$ cat src/rtl/btn_pkg.sv
// Shared constants, event FSM state type and helper functions for the button conditioner.
package btn_pkg;

  localparam int NUM_BTN_MAX = 8;
  localparam int EVT_CODE_W  = 3;

  typedef enum logic {
    IDLE    = 1'b0,
    PENDING = 1'b1
  } evt_state_t;

  // Counter only has to reach DEBOUNCE_CYCLES-1, so ceil(log2) bits suffice.
  function automatic int cnt_width(input int debounce_cycles);
    return (debounce_cycles <= 2) ? 1 : $clog2(debounce_cycles);
  endfunction

  function automatic logic [EVT_CODE_W-1:0] lowest_index(input logic [NUM_BTN_MAX-1:0] vec);
    logic [EVT_CODE_W-1:0] idx;
    idx = '0;
    for (int i = NUM_BTN_MAX - 1; i >= 0; i--) begin
      if (vec[i]) idx = EVT_CODE_W'(i);
    end
    return idx;
  endfunction

endpackage

$ cat src/rtl/debounce_cell.sv
// One button lane: 2-flop synchronizer, stability counter, debounced level and edge pulses.
module debounce_cell
  import btn_pkg::*;
#(
  parameter int DEBOUNCE_CYCLES = 16
) (
  input  logic clk,
  input  logic rst,
  input  logic raw,
  output logic level,
  output logic rise,
  output logic fall
);

  localparam int              CNT_W    = cnt_width(DEBOUNCE_CYCLES);
  localparam logic [CNT_W-1:0] CNT_LAST = CNT_W'(DEBOUNCE_CYCLES - 1);

  logic [1:0]       sync_reg;
  logic [CNT_W-1:0] cnt_reg;
  logic             level_reg;
  logic             rise_reg;
  logic             fall_reg;

  logic mismatch;
  logic accept;

  // sync_reg[1] is the synchronized sample; nothing looks at sync_reg[0] or raw.
  assign mismatch = sync_reg[1] ^ level_reg;
  assign accept   = mismatch && (cnt_reg == CNT_LAST);

  always_ff @(posedge clk) begin
    if (rst) begin
      sync_reg  <= '0;
      cnt_reg   <= '0;
      level_reg <= 1'b0;
      rise_reg  <= 1'b0;
      fall_reg  <= 1'b0;
    end else begin
      sync_reg <= {sync_reg[0], raw};
      if (!mismatch || accept) begin
        cnt_reg <= '0;
      end else begin
        cnt_reg <= cnt_reg + 1'b1;
      end
      if (accept) begin
        level_reg <= ~level_reg;
      end
      rise_reg <= accept & ~level_reg;
      fall_reg <= accept & level_reg;
    end
  end

  assign level = level_reg;
  assign rise  = rise_reg;
  assign fall  = fall_reg;

endmodule

$ cat src/rtl/btn_conditioner.sv
// Debounces NUM_BTN raw buttons and turns press edges into a single-entry event
// with sticky overflow for presses that could not be queued.
module btn_conditioner
  import btn_pkg::*;
#(
  parameter int NUM_BTN         = 8,
  parameter int DEBOUNCE_CYCLES = 16
) (
  input  logic                  clk,
  input  logic                  rst,
  input  logic [NUM_BTN-1:0]    btn_raw,
  output logic [NUM_BTN-1:0]    btn_level,
  output logic [NUM_BTN-1:0]    btn_rise,
  output logic [NUM_BTN-1:0]    btn_fall,
  output logic                  evt_valid,
  output logic [EVT_CODE_W-1:0] evt_code,
  input  logic                  evt_ack,
  output logic                  evt_overflow,
  input  logic                  ovf_clear
);

  genvar gi;
  generate
    for (gi = 0; gi < NUM_BTN; gi++) begin : g_cell
      debounce_cell #(
        .DEBOUNCE_CYCLES(DEBOUNCE_CYCLES)
      ) u_cell (
        .clk  (clk),
        .rst  (rst),
        .raw  (btn_raw[gi]),
        .level(btn_level[gi]),
        .rise (btn_rise[gi]),
        .fall (btn_fall[gi])
      );
    end
  endgenerate

  evt_state_t            state_reg;
  logic                  evt_valid_reg;
  logic [EVT_CODE_W-1:0] evt_code_reg;
  logic                  evt_overflow_reg;

  logic [NUM_BTN_MAX-1:0] rise_ext;
  logic                   any_rise;
  logic                   multi_rise;
  logic [EVT_CODE_W-1:0]  rise_code;
  logic                   can_accept;
  logic                   set_ovf;

  assign rise_ext   = NUM_BTN_MAX'(btn_rise);
  assign any_rise   = |rise_ext;
  assign multi_rise = |(rise_ext & (rise_ext - 1'b1));
  assign rise_code  = lowest_index(rise_ext);

  // When a slot is free (idle, or being acked) only the losers of the same-cycle
  // race overflow; otherwise every rise is dropped.
  assign can_accept = (state_reg == IDLE) || evt_ack;
  assign set_ovf    = can_accept ? multi_rise : any_rise;

  always_ff @(posedge clk) begin
    if (rst) begin
      state_reg        <= IDLE;
      evt_valid_reg    <= 1'b0;
      evt_code_reg     <= '0;
      evt_overflow_reg <= 1'b0;
    end else begin
      case (state_reg)
        IDLE: begin
          if (any_rise) begin
            state_reg     <= PENDING;
            evt_valid_reg <= 1'b1;
            evt_code_reg  <= rise_code;
          end
        end
        PENDING: begin
          if (evt_ack) begin
            if (any_rise) begin
              evt_code_reg <= rise_code;
            end else begin
              state_reg     <= IDLE;
              evt_valid_reg <= 1'b0;
            end
          end
        end
        default: begin
          state_reg     <= IDLE;
          evt_valid_reg <= 1'b0;
        end
      endcase

      if (set_ovf) begin
        evt_overflow_reg <= 1'b1;
      end else if (ovf_clear) begin
        evt_overflow_reg <= 1'b0;
      end
    end
  end

  assign evt_valid    = evt_valid_reg;
  assign evt_code     = evt_code_reg;
  assign evt_overflow = evt_overflow_reg;

endmodule

$ cat config.mk
export PLATFORM = sky130hd
export DESIGN_NAME = btn_conditioner
export DESIGN_NICKNAME = d
export VERILOG_FILES = /design/src/rtl/btn_pkg.sv /design/src/rtl/debounce_cell.sv /design/src/rtl/btn_conditioner.sv
export SDC_FILE = /design/constraint.sdc
export NUM_CORES = 1
export LEC_CHECK = 0
export ABC_AREA = 1
export CAP_MARGIN = 20
export CELL_PAD_IN_SITES_DETAIL_PLACEMENT = 0
export CELL_PAD_IN_SITES_GLOBAL_PLACEMENT = 1
export CORE_ASPECT_RATIO = 0.7
export CORE_UTILIZATION = 44
export CTS_CLUSTER_SIZE = 10
export DETAILED_ROUTE_END_ITERATION = 8
export GPL_TIMING_DRIVEN = 1
export PLACE_DENSITY_LB_ADDON = 0.05
export SLEW_MARGIN = 30
export SYNTH_ARGS = -nofsm -noshare
export SYNTH_HDL_FRONTEND = slang
export SYNTH_SLANG_ARGS = --single-unit
$ cat constraint.sdc
create_clock -name clk -period 1.9 [get_ports clk]
set_input_delay 0.285 -clock clk [delete_from_list [all_inputs] [get_ports clk]]
set_output_delay 0.285 -clock clk [all_outputs]
set_load 0.02 [all_outputs]
# Word level (Yosys, flattened, before mapping)
# Cells that the tools add are included.
dict set report classes {
  div 0
  mux 21
  add_sub_neg 9
  bitwise 34
  reduce_logical 37
  n_mul 0
  eq_ne 11
  shifts 0
  magnitude_cmp 0
}
# op count
set ops {}
lappend ops {{adder 4 x 1 -> 4 bit, second input constant} 8}
lappend ops {{== test 4 bit, second input constant} 8}
lappend ops {{2-to-1 mux 3 bit} 10}
lappend ops {{AND 1 bit} 16}
lappend ops {{OR reduction 2 bit} 8}
lappend ops {{OR reduction 8 bit} 2}
lappend ops {{logical OR 1 bit} 9}
lappend ops {{NOT 1 bit} 9}
lappend ops {{AND 8 bit} 1}
lappend ops {{logical AND 1 bit} 8}
lappend ops {{logical NOT 1 bit} 8}
lappend ops {{2-to-1 mux 1 bit} 8}
lappend ops {{subtractor 8 x 1 -> 8 bit, second input constant} 1}
lappend ops {{XOR 1 bit} 8}
lappend ops {{inequality test 2 bit, second input constant} 3}
lappend ops {{case mux 3 bit (2 select lines)} 1}
lappend ops {{case mux 1 bit (2 select lines)} 2}
lappend ops {{AND reduction 3 bit} 1}
lappend ops {{nonzero test 2 bit} 1}
dict set report totals {
  inputBits 12
  register_bits 78
  elab_cells 156
  rom_bits 0
  mem_bits_rw 0
  memories 0
  out_inout_bits 29
  latchBits 0
}

# Logic depth before layout (Yosys ltp)
dict set report depth {
  depth_word 11
  ltp_mapped 8
  ltp_nobuf 8
}

# Modules after synthesis
# Synthesis repeated with hierarchy kept, for this count alone.
dict set report unflattened {
  hier_cells 415
  hier_area_um2 3216.8
}
# mod seq_area_each_um2 cells_per_inst n_inst area_each_um2
set by_module_without_submodules {}
lappend by_module_without_submodules {debounce_cell 180.2 43 8 344.1}
lappend by_module_without_submodules {btn_conditioner 120.1 71 1 464.2}

# Least setup slack after synthesis
# OpenSTA, ideal clock, no wires.
dict set report synth_path {
  path_kind {register to register}
  start {register g_cell[0].u_cell.rise_reg}
  end {register evt_overflow_reg, in the netlist evt_overflow}
  t_arrival_ns 0.968
  path_buffers 0
  synth_period_minus_slack_ns 1.103
  slack_ns 0.797
  stages_incl_launch_ff 7
  setup_ns 0.135
  path_cell_list {dfxtp_1 > nor2_4 > nand2_4 > nor2_4 > inv_1 > a22oi_1 > a21oi_1}
}
dict set report synth_via {
  elab_chain_len 5
}
# element line_no
set synth_lines {}
lappend synth_lines {{start: declaration} debounce_cell.sv:21} ;# logic rise_reg;
lappend synth_lines {{start signal: assignment} debounce_cell.sv:48} ;# rise_reg <= accept & ~level_reg;
lappend synth_lines {{subtractor 8 x 1 -> 8 bit} btn_conditioner.sv:52} ;# assign multi_rise = |(rise_ext & (rise_ext - 1'b1));
lappend synth_lines {{AND 8 bit} btn_conditioner.sv:52}
lappend synth_lines {{OR reduction 8 bit} btn_conditioner.sv:52}
lappend synth_lines {{2-to-1 mux 1 bit *} btn_conditioner.sv:58} ;# assign set_ovf = can_accept ? multi_rise : any_rise;
lappend synth_lines {{2-to-1 mux 1 bit / nonzero test 2 bit (equally long branches)} -}
lappend synth_lines {{end signal: assignment} btn_conditioner.sv:65} ;# evt_overflow_reg <= 1'b0;
lappend synth_lines {{end signal: assignment} btn_conditioner.sv:92} ;# evt_overflow_reg <= 1'b1;
lappend synth_lines {{end signal: assignment} btn_conditioner.sv:94} ;# evt_overflow_reg <= 1'b0;
lappend synth_lines {{end: declaration} btn_conditioner.sv:41} ;# logic evt_overflow_reg;
# Every way passes the cells marked *; elsewhere a longest branch is shown, timed or not.
# A chain may end at the register's enable or synchronous reset.

# Worst setup path in the final report
dict set report layout_path {
  start {register g_cell[2].u_cell.rise_reg}
  end {output port btn_rise[2]}
}
# element line_no
set layout_lines {}
lappend layout_lines {{start: declaration} debounce_cell.sv:21}
lappend layout_lines {{start signal: assignment} debounce_cell.sv:48}
lappend layout_lines {{end: declaration} btn_conditioner.sv:13} ;# output logic [NUM_BTN-1:0] btn_rise,
# No word-level cell between the ends.

==> flow_results.org <==
** Critical path
- On the worst path, the slowest cell contributes a delay of 0.64 ns.
- Kind of cell with the highest combined delay on the critical path :: buffers and inverters
- Of all nets on the critical path, the largest fanout is 4.
- Critical path data arrival time :: 1.41 ns
- Cell with the largest stage delay on the worst path :: sky130_fd_sc_hd__clkdlybuf4s50_1
- CP required :: approximately 1.6 ns
- The worst setup path is of the flip-flop to output port kind.
- The worst setup path is captured at an output port.
- Type of element launching the critical path :: flip-flop
- Walking the worst path, the cells encountered are clkdlybuf4s50_1.
- Number of buffer and inverter instances along the worst setup path :: 1

** Logic synthesis
- The synthesized design contains 78 register bits.
- Share of the synthesized area in the top cell type :: 0.520
- Sequential share of the synthesized area :: 0.520
- In the post-synthesis netlist, the cell with the most instances is sky130_fd_sc_hd__dfxtp_1.
- Most area-consuming cells after synthesis :: sky130_fd_sc_hd__dfxtp_1, sky130_fd_sc_hd__nor2_1, sky130_fd_sc_hd__buf_4
- Count of flip-flops with a built-in enable after synthesis :: 0
- The number of nets in the synthesized netlist is 369.
- Sorting the synthesized cells by how often they occur yields sky130_fd_sc_hd__dfxtp_1, sky130_fd_sc_hd__nor2_1, sky130_fd_sc_hd__inv_1.
- Synth Area per Inst :: 8.61 µm²
- Of all flip-flops after synthesis, the portion carrying an async set or reset was 0.
- The cell area that synthesis handed to floorplanning was 3010 µm².
- Cell count after synthesis :: 349
- Syn. warnings :: 0
- Library cells used by synthesis :: 26
- The biggest area contributor in the post-synthesis netlist is sky130_fd_sc_hd__dfxtp_1.
- Ys flop type :: sky130_fd_sc_hd__dfxtp_1

** Finish
- Total number of nets in the final design :: 393
- Layout overhead on the synthesized area :: 17.6%
- The layout has 630 filler cells.
- Post-Layout Inst Area :: approximately 3500 µm²
- Fraction of final layout cells sized beyond drive strength 1 :: 0.0714
- The register with the most flip-flops in the layout has 32 of them.
- Post-Route Utilization :: 0.553
- Count of inserted antenna diode cells :: 0

** STA
- Counting I/O delays and the setup requirement, the final critical path takes 1.70 ns.
- Post-route fraction of the period consumed by the critical path :: 0.894
- Relative max-transition margin :: 0.771
- Setup repair after global routing left no endpoint under its margin.
- Static timing analysis puts the maximum clock frequency at just under 600 MHz.
- At the pin with the least slew margin, the transition time is approximately 0.34 ns.
- Setup total negative slack on the finished layout was measured at 0 ns.
- Once routing completed, OpenROAD measured the worst setup slack at between 0.2 and 0.25 ns.
- Across the routed clock network, the largest skew measured is 0.00547 ns.
- The final-report max-slew violation count came to 0.
- Final Hold Viols :: 0
- Setup violations remaining at the end of the flow were counted as 0.

** Pwr
- The analysis attributes to cell leakage a power of 1.43 nW.
- Across the VDD grid, the largest voltage drop is 0.000370 V.
- Total Power :: 0.00299 W
- P per Cell Area :: 845 nW/µm²

** Place
- OpenSTA, run right after detailed placement, puts the worst setup slack at 0.404 ns.
- Number of port buffers :: 40
- Post-detailed-placement half-perimeter wirelength :: 3.38 mm
- The congestion estimate from routability-driven global placement came to 0.694.
- The placed instances occupy a cell area of 3330 µm².

** Routing
- Number of iterations in the first detailed-routing pass :: 4
- Dividing the detail-routed wire length by the instance count gives 10.4 µm.
- The final layout contains routed wiring with a total length of just under 5 mm.
- The count of nets left with antenna violations once routing finished came out at 0.
- DRT iter0 DRCs :: 27
- Via count :: about 2,100
- After detailed routing, the number of remaining DRC violations is 0.
- After detailed routing, the number of vias per cell comes to 4.37.

** Clocking
- Clock-pin slew was measured on the worst setup and hold paths at ~0.080 ns.
- Deepest level of the CTS H-tree :: 3
- Clock Latency Late Sink :: 0.34 ns
- In this run the clock root is driven by a sky130_fd_sc_hd__clkbuf_8.
- In this run, post-CTS repair resized a total of 0 instances.
- Buffers inserted to repair hold after CTS numbered 0.
- TritonCTS built the clock tree.
- Inserted Clock Buffers :: 9
- Buffers added to address setup during post-CTS repair amount to 0.
- Counting every sink on the clock net gives 78.
- Counting along the longest clock path gives a buffer depth of 2.

** Hold path
- The tightest min-delay check is of the flip-flop to flip-flop type.

** Die
- between 40 and 50 I/O pins were placed.
- The core region is 6400 µm².
- Total die area :: 7170 µm²
- The floorplan has 24 rows.
- Vertical die dimension :: 71.1 µm
- Measured along the x axis, the die boundary spans 101 µm.
- For this configuration, the core starts out at a cell density of 0.470.

** Global routing
- The number of antenna violations at the first check in global routing is 0.
- Vias in the first global route :: 1,848
- In the global route stage, overall resource usage came out at 0.149.
- For this run the aggregate overflow at the end of global routing stands at 0.
- Entering global routing, the biggest net connects 32 pins.
- Grt met2 use :: 0.212
- Met1 usage in global routing :: 0.202
- Met3 layer usage reported by global route :: 0.0613
- Layer carrying the most global-route usage :: met2
- The first global-routing pass estimated 8.14 mm of wire.

** Run status
- Status :: finished clean

** Run
- Max-cap violations in this run came to 0.
## layout by cell type, fill, tap and decap left out, drive strengths merged, types with 2 or more instances in the layout
cell type / instances
a21oi: 15
buf: 2
clkbuf: 13
clkdlybuf4s50: 40
clkinv: 2
dfxtp: 78
ha: 8
inv: 48
nand2: 26
nand3: 29
nand4: 4
nor2: 67
nor3: 2
nor4: 10
o21ai: 10
xnor2: 8
xor2: 12
## per-stage QoR
step,std cells,hold WS [ns]
finish,469,0.405
global route,469,0.428
CTS,469,0.407
detailed placement,453,0.392
global placement,453,0.392
floorplan,349,0.364
## per-layer routing
| layer | vias up | routed length (µm) |
|---|---|---|
| met4 | 0 | 57 |
| met2 | 35 | 1950 |
| met3 | 5 | 232 |
| li1 | 1124 | - |
| met1 | 886 | 2620 |
| met5 | - | 0 |
## path summary, 6_finish.rpt
path | end | slack, ns | depth (start not counted) | from
worst min register to register | g_cell[0].u_cell.sync_reg[1] | 0.41 | 2 | g_cell[0].u_cell.sync_reg[0]
worst max-delay path | btn_rise[2] | 0.20 | 1 | g_cell[2].u_cell.rise
worst max register to register | evt_overflow | 0.68 | 6 | g_cell[4].u_cell.rise
worst min-delay path | g_cell[0].u_cell.sync_reg[1] | 0.41 | 2 | g_cell[0].u_cell.sync_reg[0]
## cell type report
cell class              instances  area (µm²)  share of cell area
well taps                      91         114              0.0322
repair buffers                 42         415               0.118
multi-input cells             193        1060               0.299
clock buffers                  13         159              0.0450
flip-flops and latches         78        1560               0.442
inverters                      49         185              0.0524
clock inverters                 3        42.5              0.0120
## logic make-up after synthesis
family          synth area share
simple gates               0.211
buf+inv                    0.129
flops                      0.520
compound gates            0.0491
xor+xnor                  0.0583
fa+ha+maj                 0.0333
## report_power, final
| group | internal (W) | switching [W] | total (W) |
|---|---|---|---|
| Sequential | 0.00165 | 0.0000121 | 0.00167 |
| Combinational | 0.0000374 | 0.0000421 | 0.0000795 |
| Clock | 0.000678 | 0.000561 | 0.00124 |
Power figures use the tool's default switching activity.
